[config.mk]
export PLATFORM = sky130hd
export DESIGN_NAME = mul_flag_unit_flat
export DESIGN_NICKNAME = d
export VERILOG_FILES = /design/src/rtl/mul_flag_unit_if.sv /design/src/rtl/mul_flag_unit.sv /design/src/flat_wrapper.sv
export SDC_FILE = /design/constraint.sdc
export NUM_CORES = 1
export LEC_CHECK = 0
export ABC_CLOCK_PERIOD_IN_PS = 4250
export CORE_ASPECT_RATIO = 1.1
export CORE_MARGIN = 4
export CORE_UTILIZATION = 54
export DETAILED_ROUTE_END_ITERATION = 16
export PLACE_DENSITY = 0.82
export SYNTH_ARGS = -nofsm -noshare
export SYNTH_HDL_FRONTEND = slang
export SYNTH_SLANG_ARGS = --single-unit
[constraint.sdc]
create_clock -name clk_i -period 4.25 [get_ports clk_i]
set_clock_uncertainty 0.1 [all_clocks]
set_input_delay 1.275 -clock clk_i [delete_from_list [all_inputs] [get_ports clk_i]]
set_output_delay 1.275 -clock clk_i [all_outputs]
set_load 0.01 [all_outputs]
[src/rtl/mul_flag_unit_if.sv]
// rtl/mul_flag_unit_if.sv - pipeline-side handshake and data bundle for the iterative multiplier
interface mul_flag_unit_if #(
  parameter int WIDTH = 32
);
  logic             start;
  logic             flush;
  logic [WIDTH-1:0] src_a;
  logic [WIDTH-1:0] src_b;
  logic [WIDTH-1:0] src_acc;
  logic             accumulate;
  logic             set_flags;
  logic [1:0]       old_cv;
  logic             busy;
  logic             done;
  logic [WIDTH-1:0] result;
  logic [3:0]       alu_flags;
  logic [1:0]       flag_w;

  // Pipeline side: issues requests, consumes completion and flags
  modport master (
    output start, flush, src_a, src_b, src_acc, accumulate, set_flags, old_cv,
    input  busy, done, result, alu_flags, flag_w
  );

  // Multiplier side
  modport slave (
    input  start, flush, src_a, src_b, src_acc, accumulate, set_flags, old_cv,
    output busy, done, result, alu_flags, flag_w
  );
endinterface

[src/rtl/mul_flag_unit.sv]
// rtl/mul_flag_unit.sv - fixed-latency shift-add MUL/MLA unit acting as an alternate N,Z flag source
module mul_flag_unit #(
  parameter int WIDTH = 32,
  parameter int CNTW  = 5
) (
  input  logic          clk_i,
  input  logic          rst_n_i,
  mul_flag_unit_if.slave bus
);

  typedef enum logic [1:0] {
    S_IDLE = 2'd0,
    S_RUN  = 2'd1,
    S_DONE = 2'd2
  } state_t;

  localparam logic [CNTW-1:0] LAST_CNT = CNTW'(WIDTH - 1);

  state_t           state_q, state_d;
  logic [WIDTH-1:0] mcand_q, mcand_d;
  logic [WIDTH-1:0] mplier_q, mplier_d;
  logic [WIDTH-1:0] acc_q, acc_d;
  logic [WIDTH-1:0] result_q, result_d;
  logic [CNTW-1:0]  cnt_q, cnt_d;
  logic             setf_q, setf_d;
  logic [1:0]       oldcv_q, oldcv_d;
  logic [3:0]       flags_q, flags_d;
  logic [WIDTH-1:0] acc_sum;

  // Partial-product step: add the shifted multiplicand when the current multiplier bit is set
  assign acc_sum = mplier_q[0] ? (acc_q + mcand_q) : acc_q;

  // State and datapath registers; reset clears everything including the held result and flags
  always_ff @(posedge clk_i or negedge rst_n_i) begin
    if (!rst_n_i) begin
      state_q  <= S_IDLE;
      mcand_q  <= '0;
      mplier_q <= '0;
      acc_q    <= '0;
      result_q <= '0;
      cnt_q    <= '0;
      setf_q   <= 1'b0;
      oldcv_q  <= 2'b00;
      flags_q  <= 4'b0000;
    end else begin
      state_q  <= state_d;
      mcand_q  <= mcand_d;
      mplier_q <= mplier_d;
      acc_q    <= acc_d;
      result_q <= result_d;
      cnt_q    <= cnt_d;
      setf_q   <= setf_d;
      oldcv_q  <= oldcv_d;
      flags_q  <= flags_d;
    end
  end

  // Next-state and datapath update; result/flags only change on the final RUN iteration
  always_comb begin
    state_d  = state_q;
    mcand_d  = mcand_q;
    mplier_d = mplier_q;
    acc_d    = acc_q;
    result_d = result_q;
    cnt_d    = cnt_q;
    setf_d   = setf_q;
    oldcv_d  = oldcv_q;
    flags_d  = flags_q;

    case (state_q)
      S_IDLE: begin
        if (bus.start && !bus.flush) begin
          mcand_d  = bus.src_a;
          mplier_d = bus.src_b;
          acc_d    = bus.accumulate ? bus.src_acc : '0;
          setf_d   = bus.set_flags;
          oldcv_d  = bus.old_cv;
          cnt_d    = '0;
          state_d  = S_RUN;
        end
      end
      S_RUN: begin
        if (bus.flush) begin
          state_d = S_IDLE;
        end else begin
          acc_d    = acc_sum;
          mcand_d  = mcand_q << 1;
          mplier_d = mplier_q >> 1;
          cnt_d    = cnt_q + CNTW'(1);
          if (cnt_q == LAST_CNT) begin
            state_d  = S_DONE;
            result_d = acc_sum;
            flags_d  = {acc_sum[WIDTH-1], (acc_sum == '0), oldcv_q};
          end
        end
      end
      S_DONE: begin
        // Flush here cannot suppress the pulse already on the outputs; IDLE is next either way
        state_d = S_IDLE;
      end
      default: begin
        state_d = S_IDLE;
      end
    endcase
  end

  assign bus.busy      = (state_q != S_IDLE);
  assign bus.done      = (state_q == S_DONE);
  assign bus.result    = result_q;
  assign bus.alu_flags = flags_q;
  assign bus.flag_w    = (state_q == S_DONE) ? {setf_q, 1'b0} : 2'b00;

endmodule

[src/flat_wrapper.sv]
// flat-port wrapper written by rule: the top's interface ports become plain ports
module mul_flag_unit_flat 
#(
  parameter int WIDTH = 32,
  parameter int CNTW  = 5
)
  (clk_i, rst_n_i, bus_start, bus_flush, bus_src_a, bus_src_b, bus_src_acc, bus_accumulate, bus_set_flags, bus_old_cv, bus_busy, bus_done, bus_result, bus_alu_flags, bus_flag_w);
  mul_flag_unit_if #(.WIDTH(WIDTH)) bus_i ();
  input  logic clk_i;
  input  logic rst_n_i;
  input wire logic [$bits(bus_i.start)-1:0] bus_start;
  input wire logic [$bits(bus_i.flush)-1:0] bus_flush;
  input wire logic [$bits(bus_i.src_a)-1:0] bus_src_a;
  input wire logic [$bits(bus_i.src_b)-1:0] bus_src_b;
  input wire logic [$bits(bus_i.src_acc)-1:0] bus_src_acc;
  input wire logic [$bits(bus_i.accumulate)-1:0] bus_accumulate;
  input wire logic [$bits(bus_i.set_flags)-1:0] bus_set_flags;
  input wire logic [$bits(bus_i.old_cv)-1:0] bus_old_cv;
  output wire logic [$bits(bus_i.busy)-1:0] bus_busy;
  output wire logic [$bits(bus_i.done)-1:0] bus_done;
  output wire logic [$bits(bus_i.result)-1:0] bus_result;
  output wire logic [$bits(bus_i.alu_flags)-1:0] bus_alu_flags;
  output wire logic [$bits(bus_i.flag_w)-1:0] bus_flag_w;
  assign bus_i.start = bus_start;
  assign bus_i.flush = bus_flush;
  assign bus_i.src_a = bus_src_a;
  assign bus_i.src_b = bus_src_b;
  assign bus_i.src_acc = bus_src_acc;
  assign bus_i.accumulate = bus_accumulate;
  assign bus_i.set_flags = bus_set_flags;
  assign bus_i.old_cv = bus_old_cv;
  assign bus_busy = bus_i.busy;
  assign bus_done = bus_i.done;
  assign bus_result = bus_i.result;
  assign bus_alu_flags = bus_i.alu_flags;
  assign bus_flag_w = bus_i.flag_w;
  mul_flag_unit #(.WIDTH(WIDTH), .CNTW(CNTW)) u_core (.clk_i(clk_i), .rst_n_i(rst_n_i), .bus(bus_i));
endmodule
==> results_dict.tcl, run 1 <==
set metrics [dict create \
    drt-wirelength-per-cell_um 17.64 \
    async_flop_share_pct 100.0 \
    yosys_warnings 0 \
    antenna_found_initial 0 \
    synth-seq-cells 141 \
    final_util_pct 68.37 \
    p_leak_nw 4.609 \
    min_period_over_period_pct 89.43 \
    tns_ns 0 \
    timing_hold_violations_final 0 \
    p_seq_share_pct 27.7 \
    holdCritPathClass "flip-flop to flip-flop" \
    ys_seq_area_share_pct 40.92 \
    core_um2 15680 \
    crit_path_cell_trace "ha_1 -> fa_1 -> a211oi_2 -> o21ai_1 -> a221oi_2 -> a2111oi_1 -> mux2_1 -> a211oi_1 -> nand2b_1 -> nor4_1 -> nand4_1 -> o21ai_1" \
    critPathMaxFanout 4 \
    grtUsageTotal_pct 26.86 \
    slowest_delay_ns 0.47 \
    p_clk_share_pct 20.9 \
    fillers 1291 \
    synth_edf_count 0 \
    finalWirelength_um 23990 \
    arrival_ns 4.05 \
    num_vias 8181 \
    p_comb_share_pct 51.4 \
    status "complete, no violations" \
    clock_sinks 141 \
    setup_viol 0 \
    period_minus_slack_ns 3.801 \
    cts_tree "done" \
    synth_area_leader_cell "dfrtp_1" \
    grt_pass1_vias 7764 \
    p_sw_w 0.003025 \
    ys_types 73 \
    timing.fmax_mhz 263.1 \
    synthCells 1050 \
    syn_area_per_cell_um2 8.213 \
    ctsResizeCount 0 \
    ioPinCount 144 \
    internal-power_w 0.003928 \
    swShare_pct 43.51 \
    nNetsFinal 1286 \
    io_buffers 142 \
    clkSlewWorstSetupHoldPaths_ns 0.06 \
    dieArea_um2 18060 \
    slew_violations 0 \
    syn_area_um2 8623 \
    synth-main-ff-cell "dfrtp_1" \
    htree_levels 4 \
    dp_hpwl_um 17310 \
    diodes 0 \
    p_per_area_nw_per_um2 648.8 \
    max-clock-path-buffers 2 \
    drive_above_1_share_pct 6.466 \
    rsz0062_at_grt "no" \
    holdWs_ns 0.3795 \
    first_pass_iters 5 \
    ctsRootBufferMaster "clkbuf_16" \
    cp-end-kind "flip-flop" \
    worstSetupStartpointType "flip-flop" \
    grt_overflow 0 \
    grt_max_degree 95 \
    first_iter_violations 871 \
    synth_nets 1188 \
    maxCapViolCount 0 \
    dp_cells 1329 \
    die_h_um 140.5 \
    avgViaCountPerCell 6.015 \
    worst_slew_pin_slew_ns 0.9456 \
    cts_setup_buffers 0 \
    synth_top_area_share_pct 40.92 \
    dieWidth_um 128.5 \
    cp_common_cell "o21ai_1" \
    fin_cells 1360 \
    crit_required_ns 4.50 \
    synthTopCellsByArea "dfrtp_1 (41%), nand2_1 (10%), a31oi_1 (6.7%)" \
    maxSlewHeadroom_pct 36.81 \
    ir_worst_vdd_v 0.0003117 \
    ant_nets 0 \
    place_congestion 0.9400 \
    clock_latency_ns 0.43 \
    cts_buffers 17 \
    num_rows 48 \
    drc 0 \
    slowest_stage "a221oi_2" \
    start_util_pct 55.01 \
    grt_pass1_wl_um 38900 \
    areaGrowthSynthToFinish_pct 24.27 \
    crit_type "flip-flop to flip-flop" \
    cts_hold_repair.buffers 0 \
]
## layout make-up
type	instances	area (µm²)	share of cell area [%]
multi-input cells	824	4781	44.61
repair buffers	158	1568	14.63
clock buffers	20	446.7	4.168
clock inverters	11	120.1	1.121
well taps	200	250.2	2.335
flip-flops and latches	141	3528	32.92
inverters	6	22.52	0.2102
## registers in the layout (all words and copies together), names as in the netlist
| register | flops |
|---|---|
| u_core.acc_q | 32 |
| u_core.mcand_q | 32 |
| u_core.setf_q | 1 |
| u_core.bus.result | 32 |
| u_core.mplier_q | 32 |
| u_core.cnt_q | 5 |
| u_core.state_q | 2 |
| u_core.bus.alu_flags | 3 |
| u_core.oldcv_q | 2 |
## critical path: cells and delay by family (launching register included)
family | cells | cell delay [ns]
flops | 1 | 0.41
fa+ha+maj | 2 | 0.68
simple gates | 3 | 0.52
compound gates | 6 | 1.68
mux | 1 | 0.33
## layer usage
layer | wire (µm) | global-route usage [%] | part of all wire (%) | vias to the layer above
li1 | - | - | - | 3943
met1 | 10200 | 35.63 | 43 | 3865
met2 | 11490 | 44.17 | 48 | 323
met3 | 1685 | 4.844 | 7.0 | 50
met4 | 603 | 9.441 | 2.5 | 0
met5 | 0 | 0 | 0 | -
## cell families after synthesis
family / Yosys count / synth area share [%]
buffers and inverters: 85 / 3.961
other: 1 / 0.04349
AND/OR/NAND/NOR: 437 / 21.78
multiplexers: 20 / 2.394
AO/OA/AOI/OAI: 311 / 23.75
flip-flops: 141 / 40.92
XOR/XNOR: 21 / 2.133
adder cells (fa/ha/maj): 34 / 5.020
## power groups by stage
| stage | clock network [W] | registers, W | logic, W |
|---|---|---|---|
| 2_1_floorplan | 0 | 0.00182 | 0.00265 |
| 3_3_place_gp | 0 | 0.00193 | 0.00344 |
| 3_5_place_dp | 0 | 0.00193 | 0.00350 |
| 4_1_cts | 0.00147 | 0.00192 | 0.00353 |
| 5_1_grt | 0.00153 | 0.00196 | 0.00393 |
| 6_report | 0.00145 | 0.00192 | 0.00358 |
## cell usage after synthesis, types with 3 or more instances
| library cell | instances |
|---|---|
| or3_1 | 4 |
| nand4_1 | 8 |
| a211o_1 | 4 |
| a21boi_0 | 4 |
| nand2b_1 | 4 |
| nand2_1 | 229 |
| a211oi_1 | 14 |
| inv_1 | 5 |
| dfrtp_1 | 141 |
| ha_1 | 33 |
| mux2i_1 | 15 |
| xor2_1 | 8 |
| a22o_1 | 3 |
| o21a_1 | 11 |
| o21bai_1 | 3 |
| nand3_1 | 21 |
| o21ai_0 | 78 |
| o21ai_1 | 3 |
| nor2_1 | 115 |
| or2_2 | 3 |
| and3_1 | 14 |
| nor4_1 | 5 |
| a31oi_1 | 92 |
| a21o_1 | 16 |
| mux2_2 | 4 |
| nor3_1 | 9 |
| clkbuf_1 | 64 |
| a211oi_2 | 3 |
| a21oi_2 | 3 |
| xnor2_1 | 13 |
| o211ai_1 | 10 |
| a21oi_1 | 36 |
| o2111ai_1 | 7 |
| nor2b_1 | 8 |
| buf_2 | 6 |
| buf_1 | 6 |
| and2_1 | 3 |
| nor3b_1 | 4 |
## cells in the final DEF, fill, tap and decap left out, types with 8 or more instances in the layout
cell,n
o21ai_0,78
clkdlybuf4s50_1,141
a21o_1,16
a31oi_1,92
dfrtp_1,141
o211ai_1,10
nand2_1,228
xor2_1,8
nand4_1,8
clkbuf_16,17
ha_1,33
and3_1,14
nor2_1,114
nand3_1,21
buf_4,14
mux2i_1,15
xnor2_1,13
a21oi_1,36
o21a_1,11
nor3_1,9
a211oi_1,14
## through the flow
| step | setup WS, ns | cell area (µm²) | power, W |
|---|---|---|---|
| 2_1_floorplan | 1.095 | 8623 | 0.004466 |
| 3_3_place_gp | 0.5784 | 10150 | 0.005368 |
| 4_1_cts | 0.4391 | 10720 | 0.006914 |
| 5_1_grt | 0.08287 | 10720 | 0.007419 |
| 3_5_place_dp | 0.4518 | 10150 | 0.005434 |
| 6_report | 0.4494 | 10720 | 0.006953 |
## final timing paths
path	start	endpoint	depth (start not counted)	slack [ns]
max in group asynchronous	rst_n_i	u_core.mcand_q[20]$_DFFE_PN0P_	2	2.49
worst max-delay path	u_core.acc_q[0]$_DFFE_PN0P_	u_core.bus.alu_flags[2]$_DFFE_PN0P_	12	0.45
worst min-delay path	u_core.bus.alu_flags[1]$_DFFE_PN0P_	u_core.bus.alu_flags[1]$_DFFE_PN0P_	2	0.38
min in group asynchronous	rst_n_i	u_core.bus.alu_flags[0]$_DFFE_PN0P_	1	0.72
worst min register to register	u_core.bus.alu_flags[1]$_DFFE_PN0P_	u_core.bus.alu_flags[1]$_DFFE_PN0P_	2	0.38
worst max register to register	u_core.acc_q[0]$_DFFE_PN0P_	u_core.bus.alu_flags[2]$_DFFE_PN0P_	12	0.45
Power figures use the tool's default switching activity.
==> run 2: changes to the inputs <==
--- a/config.mk
+++ b/config.mk
@@ -6,7 +6,7 @@
 export NUM_CORES = 1
 export LEC_CHECK = 0
 export ABC_CLOCK_PERIOD_IN_PS = 4250
-export CORE_ASPECT_RATIO = 1.1
+export CORE_ASPECT_RATIO = 1.5
 export CORE_MARGIN = 4
 export CORE_UTILIZATION = 54
 export DETAILED_ROUTE_END_ITERATION = 16
==> run 2 against run 1 <==
Net effect:
- global-route usage increased by 0.99 points
- worst hold slack got worse by 0.0050 ns
- clock power about the same
- sequential power about the same
- design area decreased by 0.12%
- critical path type unchanged
==> results_dict.tcl, run 2 (same netlist as run 1, synthesis figures left out) <==
set metrics [dict create \
    status "complete, no violations" \
    crit_type "flip-flop to flip-flop" \
    slowest_delay_ns 0.45 \
    setup_viol 0 \
    antenna_found_initial 0 \
    min_period_over_period_pct 87.03 \
    ant_nets 0 \
    worst_slew_pin_slew_ns 1.074 \
    crit_path_cell_trace "ha_1 -> fa_1 -> a211oi_2 -> o21ai_1 -> a221oi_2 -> a2111oi_1 -> mux2_1 -> a211oi_1 -> nand2b_1 -> nor4_1 -> nand4_1 -> o21ai_1" \
    ioPinCount 144 \
    drc 0 \
    first_iter_violations 549 \
    p_per_area_nw_per_um2 645.9 \
    dieArea_um2 18100 \
    io_buffers 142 \
    die_h_um 162.8 \
    grt_pass1_wl_um 40700 \
    avgViaCountPerCell 5.960 \
    grtUsageTotal_pct 27.85 \
    holdWs_ns 0.3745 \
    core_um2 15700 \
    dieWidth_um 111.2 \
    cp_common_cell "o21ai_1" \
    holdCritPathClass "flip-flop to flip-flop" \
    clkSlewWorstSetupHoldPaths_ns 0.06 \
    crit_buf_inv 0 \
    clock_latency_ns 0.44 \
    dp_hpwl_um 17980 \
    clock_sinks 141 \
    cp_top_family "compound AO/OA/AOI/OAI gates" \
    cts_hold_repair.buffers 0 \
    timing_hold_violations_final 0 \
    cts_tree "done" \
    grt_overflow 0 \
    ctsRootBufferMaster "clkbuf_16" \
    htree_levels 4 \
    start_util_pct 54.94 \
    diodes 0 \
    first_pass_iters 5 \
    maxCapViolCount 0 \
    grt_pass1_vias 7888 \
    drt-wirelength-per-cell_um 18.31 \
    place_congestion 0.9417 \
    cts_buffers 17 \
    pre_cts_slack_ns 0.2965 \
    p_leak_nw 4.609 \
    max-clock-path-buffers 2 \
    nNetsFinal 1285 \
    ctsResizeCount 0 \
    final_common_cell "nand2_1" \
    slew_violations 0 \
    cts_setup_buffers 0 \
    critPathMaxFanout 4 \
    final_cell_mix "nand2_1 (228), clkdlybuf4s50_1 (141), dfrtp_1 (141), nor2_1 (114), a31oi_1 (92)" \
    cp-end-kind "flip-flop" \
    tns_ns 0 \
    period_minus_slack_ns 3.699 \
    grt_max_degree 108 \
    num_vias 8124 \
    finalWirelength_um 24960 \
    postLayoutSetupSlackWorst_ns 0.5511 \
    drive_above_1_share_pct 6.638 \
    arrival_ns 3.96 \
    num_rows 56 \
    fillers 1324 \
    rsz0062_at_grt "no" \
    slowest_stage "fa_1" \
    areaGrowthSynthToFinish_pct 24.13 \
    maxSlewHeadroom_pct 28.38 \
    worstSetupStartpointType "flip-flop" \
    ir_worst_vdd_v 0.0003222 \
    crit_required_ns 4.51 \
    timing.fmax_mhz 270.4 \
]
run 2: where the power goes:
group	total, W	switching (W)	internal [W]
sequential	0.00193	0.000292	0.00163
clock	0.00142	0.000639	0.000780
combinational	0.00357	0.00215	0.00142
run 2: routing by layer:
metal	vias to the layer above	wire length (µm)	GRT usage [%]
li1	3946	-	-
met1	3847	9668	31.88
met4	0	822	11.29
met2	280	13240	50.99
met5	-	0	0
met3	51	1228	5.204
run 2: final cells by class:
type                    instances  area, µm²  share of cell area (%)
well taps                     203      254.0                   2.373
inverters                       6      22.52                  0.2104
multi-input cells             824       4781                   44.66
repair buffers                157       1560                   14.58
flip-flops and latches        141       3528                   32.96
clock buffers                  18      439.2                   4.103
clock inverters                14      118.9                   1.110
run 2: final timing paths:
| path | cells past startpoint | end | slack, ns | from |
|---|---|---|---|---|
| setup / recovery | 12 | u_core.bus.alu_flags[2]$_DFFE_PN0P_ | 0.55 | u_core.acc_q[0]$_DFFE_PN0P_ |
| hold reg to reg | 2 | u_core.cnt_q[4]$_DFFE_PN0P_ | 0.37 | u_core.cnt_q[4]$_DFFE_PN0P_ |
| setup reg to reg | 12 | u_core.bus.alu_flags[2]$_DFFE_PN0P_ | 0.55 | u_core.acc_q[0]$_DFFE_PN0P_ |
| hold / removal | 2 | u_core.cnt_q[4]$_DFFE_PN0P_ | 0.37 | u_core.cnt_q[4]$_DFFE_PN0P_ |
| max in group asynchronous | 2 | u_core.mcand_q[19]$_DFFE_PN0P_ | 2.50 | rst_n_i |
| min in group asynchronous | 1 | u_core.bus.result[25]$_DFFE_PN0P_ | 0.72 | rst_n_i |
run 2: per-stage QoR:
step           util, %  cells  cell area [µm²]  total power, W
2_1_floorplan        -   1050             8623        0.004466
3_3_place_gp     64.64   1331            10150        0.005397
3_5_place_dp     64.64   1331            10150        0.005442
4_1_cts          68.20   1363            10700        0.006892
5_1_grt          68.20   1363            10700        0.007390
6_report         68.20   1363            10700        0.006914
run 2: tightest hold or removal path: stages (launching register included):
cell	delay [ns]
dfrtp_1	0.35
nand2_1	0.05
nand2_1	0.05
==> run 3: changes to the inputs <==
--- a/config.mk
+++ b/config.mk
@@ -10,6 +10,7 @@
 export CORE_MARGIN = 4
 export CORE_UTILIZATION = 54
 export DETAILED_ROUTE_END_ITERATION = 16
+export GPL_TIMING_DRIVEN = 0
 export PLACE_DENSITY = 0.82
 export SYNTH_ARGS = -nofsm -noshare
 export SYNTH_HDL_FRONTEND = slang
==> run 3 against run 2 <==
Net effect:
- combinational power grew 5%
- largest power group unchanged
- setup slack worse by 0.53 ns
- global-route usage rose by 4.1 points
- utilization rose by 1.2 points
- count of clock-buffer cells in the layout unchanged
- worst hold slack improved by 0.0014 ns
- critical path type unchanged
- register-to-register slack got worse by 0.53 ns
- largest cell class unchanged
- maximum frequency down 13%
- flip-flop and latch count is the same
- non-clock buffer count rose by 65
==> results_dict.tcl, run 3 (same netlist as run 1, synthesis figures left out) <==
set metrics [dict create \
    status "complete, no violations" \
    nNetsFinal 1350 \
    cts_buffers 17 \
    htree_levels 4 \
    io_buffers 142 \
    clock_latency_ns 0.44 \
    grt_pass1_vias 8824 \
    multi_input_area_um2 4767 \
    min_period_over_period_pct 99.48 \
    drc 0 \
    p_seq_share_pct 27.1 \
    first_iter_violations 746 \
    arrival_ns 4.49 \
    min_to "u_core.bus.result[10]$_DFFE_PN0P_" \
    timing_hold_violations_final 0 \
    holdWs_ns 0.3759 \
    timing.fmax_mhz 236.5 \
    max-clock-path-buffers 2 \
    holdCritPathClass "flip-flop to flip-flop" \
    drt-wirelength-per-cell_um 20.11 \
    postLayoutSetupSlackWorst_ns 0.02214 \
    rr_startpoint "u_core.mcand_q[0]$_DFFE_PN0P_" \
    crit_path_cell_trace "ha_1 -> fa_1 -> a211oi_2 -> o211ai_1 -> a21o_1 -> a31oi_1 -> nand4_1 -> nor4_2 -> o2111ai_1 -> nor4_1 -> nand4_1 -> o21ai_1" \
    areaGrowthSynthToFinish_pct 26.35 \
    worst_slew_pin_slew_ns 0.9055 \
    cp-end-kind "flip-flop" \
    swShare_pct 46.29 \
    p_comb_share_pct 52.7 \
    p_per_area_nw_per_um2 651.9 \
    cts_tree "done" \
    final_cell_mix "nand2_1 (229), clkdlybuf4s50_1 (141), dfrtp_1 (141), nor2_1 (115), a31oi_1 (92)" \
    dp_hpwl_um 21720 \
    crit_required_ns 4.51 \
    tns_ns 0 \
    ant_nets 0 \
    antenna_found_initial 0 \
    seqCellArea_um2 3528 \
    dp_cells 1396 \
    critPathMaxFanout 3 \
    ctsRootBufferMaster "clkbuf_16" \
    rsz0062_at_grt "no" \
    clkSlewWorstSetupHoldPaths_ns 0.07 \
    ir_worst_vdd_v 0.0003409 \
    ioPinCount 144 \
    slowest_delay_ns 0.55 \
    grt_max_degree 91 \
    min_from "u_core.bus.result[10]$_DFFE_PN0P_" \
    p_clk_share_pct 20.2 \
    diodes 0 \
    avgViaCountPerCell 6.116 \
    drive_above_1_share_pct 5.714 \
    p_sw_w 0.003288 \
    hold_depth 2 \
    place_congestion 0.9709 \
    cp_common_cell "nand4_1" \
    slowest_stage "nor4_1" \
    final_common_cell "nand2_1" \
    period_minus_slack_ns 4.228 \
    finalWirelength_um 28710 \
    fin_cells 1428 \
    grtUsageTotal_pct 31.91 \
    cp_top_family "compound AO/OA/AOI/OAI gates" \
    start_util_pct 54.94 \
    pre_cts_slack_ns -0.1824 \
    dieArea_um2 18100 \
    worstSetupStartpointType "flip-flop" \
    fillers 1330 \
    crit_type "flip-flop to flip-flop" \
    clock_sinks 141 \
    r2r_slack_ns 0.02 \
    p_leak_nw 4.651 \
    r2r_cells 12 \
    dieWidth_um 111.2 \
    r2r-end "u_core.bus.alu_flags[2]$_DFFE_PN0P_" \
    core_um2 15700 \
    num_vias 8734 \
    crit_buf_inv 0 \
    maxCapViolCount 0 \
    slew_violations 0 \
    grt_pass1_wl_um 45640 \
    die_h_um 162.8 \
    setup_viol 0 \
    grt_overflow 0 \
    maxSlewHeadroom_pct 39.63 \
    internal-power_w 0.003815 \
    num_rows 56 \
    first_pass_iters 6 \
]
==> run 3: cell count changes in the layout (fill, tap and decap cells not counted), sizes merged <==
cell | previous run | this run
clkinvlp | 1 | 2
buf | 16 | 17
clkinv | 6 | 5
clkbuf | 18 | 82
==> run 3: worst max path at each step <==
stage                                  startpoint                             endpoint  cells after the start
floorplan             u_core.acc_q[0]$_DFFE_PN0P_  u_core.bus.alu_flags[2]$_DFFE_PN0P_                     12
global placement                          rst_n_i       u_core.mcand_q[11]$_DFFE_PN0P_                      1
detailed placement                      bus_flush       u_core.mcand_q[11]$_DFFE_PN0P_                      7
CTS                   u_core.acc_q[0]$_DFFE_PN0P_  u_core.bus.alu_flags[2]$_DFFE_PN0P_                     12
global route         u_core.acc_q[15]$_DFFE_PN0P_  u_core.bus.alu_flags[2]$_DFFE_PN0P_                     12
finish              u_core.mcand_q[0]$_DFFE_PN0P_  u_core.bus.alu_flags[2]$_DFFE_PN0P_                     12
==> run 3: what timing repair did <==
action / CTS / global route
hold buffers: 0 / 0
endpoints found under the setup margin: 0 / 5
endpoints found under the hold margin: 0 / 0
resized for setup: 0 / 3
setup buffers: 0 / 0
==> run 3: stage by stage <==
stage	util (%)	total power, W	area [µm²]
after global placement	65.62	0.005502	10300
final	69.42	0.007103	10900
after detailed placement	65.80	0.005560	10330
after floorplan	-	0.004466	8623
after global routing	69.42	0.007538	10900
after CTS	69.33	0.007015	10880
==> run 3: layer usage <==
| metal | GRT usage [%] | vias up | share of wire [%] | wire length, µm |
|---|---|---|---|---|
| met3 | 5.539 | 126 | 5.8 | 1674 |
| met4 | 21.42 | 0 | 6.8 | 1957 |
| met2 | 55.93 | 410 | 51 | 14540 |
| li1 | - | 4074 | - | - |
| met1 | 35.25 | 4124 | 37 | 10530 |
| met5 | 0 | - | 0 | 0 |
==> run 3: cell type report <==
class                      count  share of cell area (%)
clock buffer                  18                   3.939
sequential                   141                   32.38
multi-input combinational    824                   43.75
tap                          203                   2.331
timing repair buffer         143                   13.31
inverter                       6                  0.2067
clock inverter                14                   1.148
buffer                        79                   2.928
==> run 3: power by group through the flow <==
| stage | Combinational, W | Sequential [W] | Clock, W |
|---|---|---|---|
| CTS | 0.00366 | 0.00192 | 0.00144 |
| global route | 0.00408 | 0.00195 | 0.00150 |
| floorplan | 0.00265 | 0.00182 | 0 |
| global placement | 0.00357 | 0.00193 | 0 |
| finish | 0.00374 | 0.00193 | 0.00143 |
| detailed placement | 0.00363 | 0.00193 | 0 |
==> run 3: tightest hold or removal path, stage by stage (launching register included) <==
cell and delay [ns]:
dfrtp_1 0.34, nand2_1 0.04, o21ai_0 0.06
